==> src/rtl/mat_stream_loader_pkg.sv <==
// Shared sizes and types for the matrix stream loader and its mat_mul neighbour.
// Latency: none, types and constants only.
// Backpressure: none, types and constants only.
package mat_pkg;

  localparam int N     = 4;
  localparam int W_IN  = 8;
  localparam int W_OUT = 32;
  localparam int LAT   = $clog2(N) + 1;
  localparam int NN    = N * N;

  typedef logic signed [W_IN-1:0]  elem_t;
  typedef logic signed [W_OUT-1:0] acc_t;
  typedef elem_t [N-1:0][N-1:0]    mat_in_t;
  typedef acc_t  [N-1:0][N-1:0]    mat_out_t;

  typedef enum logic [1:0] {LOAD_A, LOAD_B, COMPUTE, WAIT_OUT} state_t;

endpackage

==> src/rtl/mat_stream_loader_if.sv <==
// Bundle of the element stream, mat_mul operand/product wires and the result port.
// Latency: none, wiring only.
// Backpressure: s_ready/s_valid on the stream, out_valid/out_ready on the result.
interface mat_stream_loader_if import mat_pkg::*; ();

  elem_t    s_data;
  logic     s_valid;
  logic     s_last;
  logic     s_ready;
  mat_in_t  matrix_1;
  mat_in_t  matrix_2;
  logic     cen;
  mat_out_t mm_result;
  mat_out_t out_data;
  logic     out_valid;
  logic     out_ready;
  logic     err;

  // Loader side: consumes the stream and the product, drives operands and result.
  modport slave (
    input  s_data, s_valid, s_last, mm_result, out_ready,
    output s_ready, matrix_1, matrix_2, cen, out_data, out_valid, err
  );

  // Environment side: feeds elements, provides the product, takes the result.
  modport master (
    output s_data, s_valid, s_last, mm_result, out_ready,
    input  s_ready, matrix_1, matrix_2, cen, out_data, out_valid, err
  );

endinterface

==> src/rtl/mat_stream_loader.sv <==
// Loads matrix_1 then matrix_2 from a row-major element stream, holds them for mat_mul, captures the product.
// Latency: product captured on the LAT+1-th edge after the last B element is accepted (later if the result port is full).
// Backpressure: s_ready low outside LOAD_A/LOAD_B; a full, unconsumed result register parks the job in WAIT_OUT.
module mat_stream_loader import mat_pkg::*; (
  input  logic              clk,
  input  logic              rst,
  mat_stream_loader_if.slave io
);

  localparam int IW = (N > 1) ? $clog2(N) : 1;
  localparam int CW = $clog2(LAT + 1);

  state_t         state;
  logic [IW-1:0]  row;
  logic [IW-1:0]  col;
  logic [IW-1:0]  row_nxt;
  logic [IW-1:0]  col_nxt;
  logic [CW-1:0]  lat_cnt;
  mat_in_t        m1;
  mat_in_t        m2;
  mat_out_t       res;
  logic           res_vld;
  logic           err_r;
  logic           xfer;
  logic           at_last;
  logic           res_due;
  logic           capture;

  assign xfer    = io.s_valid && io.s_ready;
  assign at_last = (row == IW'(N - 1)) && (col == IW'(N - 1));
  // Product is ready once the counter has seen LAT edges; WAIT_OUT only exists while it is pending.
  assign res_due = ((state == COMPUTE) && (lat_cnt == CW'(LAT))) || (state == WAIT_OUT);
  assign capture = res_due && (!res_vld || io.out_ready);

  assign io.s_ready   = (state == LOAD_A) || (state == LOAD_B);
  assign io.cen       = 1'b1;
  assign io.matrix_1  = m1;
  assign io.matrix_2  = m2;
  assign io.out_data  = res;
  assign io.out_valid = res_vld;
  assign io.err       = err_r;

  // Next row/column position in row-major order, wrapping after the last element.
  always_comb begin
    col_nxt = col + IW'(1);
    row_nxt = row;
    if (col == IW'(N - 1)) begin
      col_nxt = '0;
      row_nxt = at_last ? '0 : row + IW'(1);
    end
  end

  // Load/compute/output FSM with its element index, latency counter and registered outputs.
  always_ff @(posedge clk or posedge rst) begin
    if (rst) begin
      state   <= LOAD_A;
      row     <= '0;
      col     <= '0;
      lat_cnt <= '0;
      m1      <= '0;
      m2      <= '0;
      res     <= '0;
      res_vld <= 1'b0;
      err_r   <= 1'b0;
    end else begin
      // s_last must mark exactly the final B element; framing is still tracked by count only.
      if (xfer && (io.s_last != ((state == LOAD_B) && at_last)))
        err_r <= 1'b1;

      if (capture) begin
        res     <= io.mm_result;
        res_vld <= 1'b1;
      end else if (io.out_ready) begin
        res_vld <= 1'b0;
      end

      case (state)
        LOAD_A: begin
          if (xfer) begin
            m1[row][col] <= io.s_data;
            row <= row_nxt;
            col <= col_nxt;
            if (at_last) state <= LOAD_B;
          end
        end
        LOAD_B: begin
          if (xfer) begin
            m2[row][col] <= io.s_data;
            row <= row_nxt;
            col <= col_nxt;
            if (at_last) begin
              state   <= COMPUTE;
              lat_cnt <= '0;
            end
          end
        end
        COMPUTE: begin
          if (lat_cnt == CW'(LAT))
            state <= capture ? LOAD_A : WAIT_OUT;
          else
            lat_cnt <= lat_cnt + CW'(1);
        end
        WAIT_OUT: begin
          if (capture) state <= LOAD_A;
        end
        default: state <= LOAD_A;
      endcase
    end
  end

endmodule

==> src/flat_wrapper.sv <==
// flat-port wrapper written by rule: the top's interface ports become plain ports
module mat_stream_loader_flat import mat_pkg::*;
  (clk, rst, io_s_data, io_s_valid, io_s_last, io_mm_result, io_out_ready, io_s_ready, io_matrix_1, io_matrix_2, io_cen, io_out_data, io_out_valid, io_err);
  mat_stream_loader_if io_i ();
  input  logic clk;
  input  logic rst;
  input wire logic [$bits(io_i.s_data)-1:0] io_s_data;
  input wire logic [$bits(io_i.s_valid)-1:0] io_s_valid;
  input wire logic [$bits(io_i.s_last)-1:0] io_s_last;
  input wire logic [$bits(io_i.mm_result)-1:0] io_mm_result;
  input wire logic [$bits(io_i.out_ready)-1:0] io_out_ready;
  output wire logic [$bits(io_i.s_ready)-1:0] io_s_ready;
  output wire logic [$bits(io_i.matrix_1)-1:0] io_matrix_1;
  output wire logic [$bits(io_i.matrix_2)-1:0] io_matrix_2;
  output wire logic [$bits(io_i.cen)-1:0] io_cen;
  output wire logic [$bits(io_i.out_data)-1:0] io_out_data;
  output wire logic [$bits(io_i.out_valid)-1:0] io_out_valid;
  output wire logic [$bits(io_i.err)-1:0] io_err;
  assign io_i.s_data = io_s_data;
  assign io_i.s_valid = io_s_valid;
  assign io_i.s_last = io_s_last;
  assign io_i.mm_result = io_mm_result;
  assign io_i.out_ready = io_out_ready;
  assign io_s_ready = io_i.s_ready;
  assign io_matrix_1 = io_i.matrix_1;
  assign io_matrix_2 = io_i.matrix_2;
  assign io_cen = io_i.cen;
  assign io_out_data = io_i.out_data;
  assign io_out_valid = io_i.out_valid;
  assign io_err = io_i.err;
  mat_stream_loader u_core (.clk(clk), .rst(rst), .io(io_i));
endmodule
==> config.mk <==
export PLATFORM = sky130hd
export DESIGN_NAME = mat_stream_loader_flat
export DESIGN_NICKNAME = d
export VERILOG_FILES = /design/src/rtl/mat_stream_loader_pkg.sv /design/src/rtl/mat_stream_loader_if.sv /design/src/rtl/mat_stream_loader.sv /design/src/flat_wrapper.sv
export SDC_FILE = /design/constraint.sdc
export NUM_CORES = 2
export LEC_CHECK = 0
export CORE_AREA = 5 5 508 510
export DETAILED_ROUTE_END_ITERATION = 7
export DIE_AREA = 0 0 513 515
export PLACE_DENSITY_LB_ADDON = 0.15
export SYNTH_ARGS = -nofsm -noshare
export SYNTH_HDL_FRONTEND = slang
export SYNTH_SLANG_ARGS = --single-unit
==> constraint.sdc <==
create_clock -name clk -period 27.1 [get_ports clk]
set_input_delay 5.42 -clock clk [delete_from_list [all_inputs] [get_ports clk]]
set_output_delay 5.42 -clock clk [all_outputs]
set_load 0.02 [all_outputs]
After elaboration in Yosys (flattened, before gate mapping)
Index checks and enable logic that the tools add are counted.
{"block": "word_totals", "elab_cells": 119, "out_inout_bits": 772, "reg_bits": 778}
{"block": "classes", "n_eq_ne": 14, "n_reduce_logical": 22, "muxes": 22, "add_sub_neg": 3, "order_cmp": 4}
{"operator": "128-bit bitwise mux", "n": 2}
{"operator": "32-bit demux with 2-bit select", "n": 1}
{"operator": "32-bit two-way mux", "n": 1}
{"operator": "2-bit two-way mux", "n": 12}
{"operator": "8-bit demux with 2-bit select", "n": 1}
{"operator": "2-bit equality test (second input constant)", "n": 5}
{"operator": "2-bit by 1-bit inequality test with 1-bit output (second input constant)", "n": 5}
{"operator": "1-bit logical AND", "n": 8}
{"operator": "8-bit two-way mux", "n": 1}
{"operator": "2-bit case mux with 4 select lines", "n": 1}
{"operator": "2-bit by 1-bit adder with 2-bit output (second input constant)", "n": 3}
{"operator": "2-bit by 3-bit less-than comparator with 1-bit output (second input constant)", "n": 2}
{"operator": "2-bit AND reduction", "n": 3}
{"operator": "6-bit AND reduction", "n": 1}
{"operator": "2-bit by 1-bit greater-or-equal comparator with 1-bit output (second input constant)", "n": 2}
{"operator": "2-bit inequality test (second input constant)", "n": 2}
{"operator": "2-bit case mux with 2 select lines", "n": 1}
{"operator": "4-bit AND reduction", "n": 1}
{"operator": "2-bit nonzero test", "n": 2}
{"operator": "1-bit logical OR", "n": 3}
{"operator": "3-bit AND reduction", "n": 1}
{"operator": "2-bit by 1-bit equality test with 1-bit output (second input constant)", "n": 1}
{"operator": "2-bit logical NOT", "n": 1}
{"operator": "1-bit two-way mux", "n": 2}
{"operator": "other kinds (3)", "n": 3}

Depth between registers and ports, before layout
{"block": "logic_depth", "word_depth": 7, "mapped_depth": 6, "mapped_depth_nobuf": 5}

Worst setup path after synthesis
OpenSTA, ideal clock, no wires.
{"block": "synth_timing", "kind": "input-to-reg", "startpoint": "input port io_out_ready", "endpoint": "register u_core.res (netlist bit u_core.io.out_data[100])", "required_time_ns": 26.975, "path_stages": 5, "path_slack_ns": 20.484, "path_buffers": 2, "setup_ns": 0.125, "arrival_ns": 6.491, "cell_sequence": "nand2b_1 > o211ai_2 > buf_2 > buf_2 > mux2_2"}
{"block": "synth_via", "elab_chain_cells": 2}
{"element": "start: declaration", "line_no": "flat_wrapper.sv:11", "source": "input wire logic [$bits(io_i.out_ready)-1:0] io_out_ready;"}
{"element": "1-bit logical OR", "line_no": "mat_stream_loader.sv:33", "source": "assign capture = res_due && (!res_vld || io.out_ready);"}
{"element": "1-bit logical AND", "line_no": "mat_stream_loader.sv:33"}
{"element": "end signal: assignment", "line_no": "mat_stream_loader.sv:71", "source": "res <= io.mm_result;"}
{"element": "end: declaration", "line_no": "mat_stream_loader.sv:21", "source": "mat_out_t res;"}
No other way between the ends.
A chain may end at the register's enable or synchronous reset.

==> run summary <==
Share of cells above drive strength 1: 31.85%
Sequential-to-total area share from yosys stat: 66.42%
First-pass GRT wire length: 224,100 um
DRT Pass-1 Iters: 4
Actual slew at the worst max-slew pin: 1.253 ns
Ys async rst share: 100.0%
Vias per cell: 3.112
CP required: 27.81 ns
Syn Inst Count: 1,729
Synth warnings: 0
CTS Root Cell: clkbuf_16
FILL cells: 27,249
RSZ-0062 raised after global routing: no
Worst Hold End: u_core.io.err
Hold_sp: u_core.io.err
Setup crit start kind: primary input
H-tree depth: 3
CTS tree: done
Post-Route Setup TNS: 0 ns
Ys flop type: dfrtp_1
Reg-to-reg critical path startpoint: u_core.lat_cnt[0]
Reg-to-reg slack, setup: 22.98 ns
Mapped Area: 0.02931 mm2
Final Hold Vio Count: 0
Clk slew on worst S/H paths: 0.05 ns
Post-CTS Setup Repair Bufs: 0
DP HPWL: 135,100 um
Nets: 3,598
Commonest non-fill, non-tap cell in the layout: clkdlybuf4s50_1
Internal power: 3.776 mW
Area Overhead vs Synth: 70.09%
Crit path time final: 9.543 ns
Initial antenna violation count: 99
DRT iter0 DRCs: 629
Maximum vdd drop: 0.00005693 V
Total gr overflow: 0
Drt drc: 0
Relative slew margins: 16.45%
CP endpoint kind: async pin
Largest net degree at the start of global routing: 154
Worst hold path stage count: 1
Critical Path Max Stage Delay: 0.76 ns
Commonest non-fill, non-tap cells in the layout: clkdlybuf4s50_1 (1,287), dfrtp_1 (778), mux2_2 (766), clkbuf_16 (107), clkbuf_8 (32)
Hold buffer count at cts: 0
Status: complete, no violations
Port-buffer cells: 1,295
Gate power share: 44.2%
Clk_lat worst skew: 0.76 ns
Post-synth cell types: 37
DRT Wirelength: 171,800 um
Wire per inst: 26.29 um
Sw Share: 37.62%
Leakage Power: 21.42 nW
Fin util: 19.71%
Most common cell on crit path: buf_4
Width of the chip: 513 um
Post-cts resize count: 0
Power density cells: 121.4 mW/mm2
CP max-delay cell: buf_4
Worst R2R End: u_core.io.out_data[125]
Sink Count: 778
Kind of critical path: in2async
Hold Path Class: reg2reg
Flop pwr share: 31.9%
Final period util: 35.22%
Clock buffer depth: 3
Net count after synthesis: 2,263
Antenna violation net count after detailed routing: 0
GRT Util Overall: 12.55%
Die height: 515 um
Rows: 185
R2R depth: 6
Max_cap viols: 0
Max FO, Critical Path: 140
Net switching power: 2.277 mW
I/O Pins: 1,297
Max Clock Freq: 104.8 MHz
Syn_area_per_cell: 16.95 um2
Post-synth EDFFs: 0
Routability cong.: 0.8356
Critical path, cell by cell: clkdlybuf4s50_1 -> clkinvlp_4 -> buf_4 -> buf_4 -> buf_4 -> buf_4 -> buf_12
TritonCTS buffer count: 106
Clock Power Share: 23.9%
Starting density of the core: 11.59%
Core area: 0.2530 mm2
Setup violators final: 0
Count of pins over their slew limit: 0
Layout Skew: 0.03850 ns
Worst EP arrival: 10.25 ns
Full die area: 0.2642 mm2
Number of global-route vias before repair: 22,299
Vias: 20,343
Yosys reg bits: 778
-- logic make-up (layout without fill, tap and decap cells) --
group	Yosys count	after routing	synth area share (%)
flops	778	778	66.42
mux	770	770	29.58
buf+inv	103	1517	1.699
simple gates	55	55	1.601
compound gates	12	12	0.2732
fa+ha+maj	9	9	0.3842
other cells	1	28	0.01279
xor+xnor	1	1	0.02989
-- worst max-delay path, delay by kind of cell --
family,cells,cell delay [ns]
buf+inv,7,4.32
-- cell type report --
| cell class | count | area (um2) | share of cell area, % |
|---|---|---|---|
| sequential | 778 | 19470 | 39.05 |
| timing repair buffer | 1323 | 13170 | 26.42 |
| multi-input combinational | 848 | 9356 | 18.77 |
| tap | 3366 | 4212 | 8.447 |
| clock buffer | 165 | 3216 | 6.450 |
| clock inverter | 22 | 337.8 | 0.6776 |
| antenna | 27 | 67.56 | 0.1355 |
| inverter | 7 | 30.03 | 0.06023 |
-- metrics by stage --
step	std cells	instance area, um2	setup slack, ns	hold slack, ns	total power [mW]
finish	6536	49860	17.56	0.4613	6.054
global route	6522	49820	16.88	0.4975	6.385
detailed placement	6322	46240	16.56	0.4533	4.699
CTS	6509	49790	17.44	0.4662	6.231
floorplan	1729	29320	11.01	0.4641	3.059
global placement	6322	46240	16.57	0.4515	4.699
-- power groups by stage --
stage | clock [mW] | sequential [mW] | combinational (mW)
final | 1.45 | 1.93 | 2.68
after global routing | 1.56 | 2.00 | 2.82
after CTS | 1.53 | 1.94 | 2.76
after detailed placement | 0 | 1.95 | 2.75
after global placement | 0 | 1.94 | 2.76
after floorplan | 0 | 2.50 | 0.557
-- synth_stat cells (3+ instances only) --
library cell	n	share of area (%)
clkbuf_1	25	0.32
nor2_4	3	0.12
nand2_2	8	0.17
mux2_1	4	0.15
nor2_8	3	0.20
dfrtp_1	778	66
buf_4	5	0.13
nand2_1	8	0.10
mux2_2	766	29
nor2_2	6	0.13
nor2_1	3	0.038
inv_1	7	0.090
ha_1	9	0.38
nand4_2	12	0.51
buf_2	61	1.0
o21ai_0	5	0.085
-- routing by layer --
layer / vias to the layer above / GRT usage (%) / wire, um
li1: 8812 / - / -
met5: - / 0 / 309
met1: 10252 / 13.71 / 63180
met4: 52 / 4.907 / 5190
met2: 967 / 20.18 / 80750
met3: 260 / 7.069 / 22390
-- worst max path at each step --
stage	startpoint	endpoint	slack, ns
floorplan	rst	u_core.col[0]	11.01
CTS	rst	u_core.io.out_data[510]	17.44
global route	rst	u_core.io.out_data[471]	16.88
finish	rst	u_core.io.out_data[479]	17.56
detailed placement	rst	u_core.io.out_data[29]	16.56
global placement	rst	u_core.io.out_data[29]	16.57
-- flip-flops by register name, summed over array words and instances, names as in the netlist --
register,flops
u_core.io.matrix_1,128
u_core.lat_cnt,2
u_core.io.out_valid,1
u_core.io.err,1
u_core.row,2
u_core.state,2
u_core.io.matrix_2,128
u_core.io.out_data,512
u_core.col,2
(Power assumes the default switching activity.)
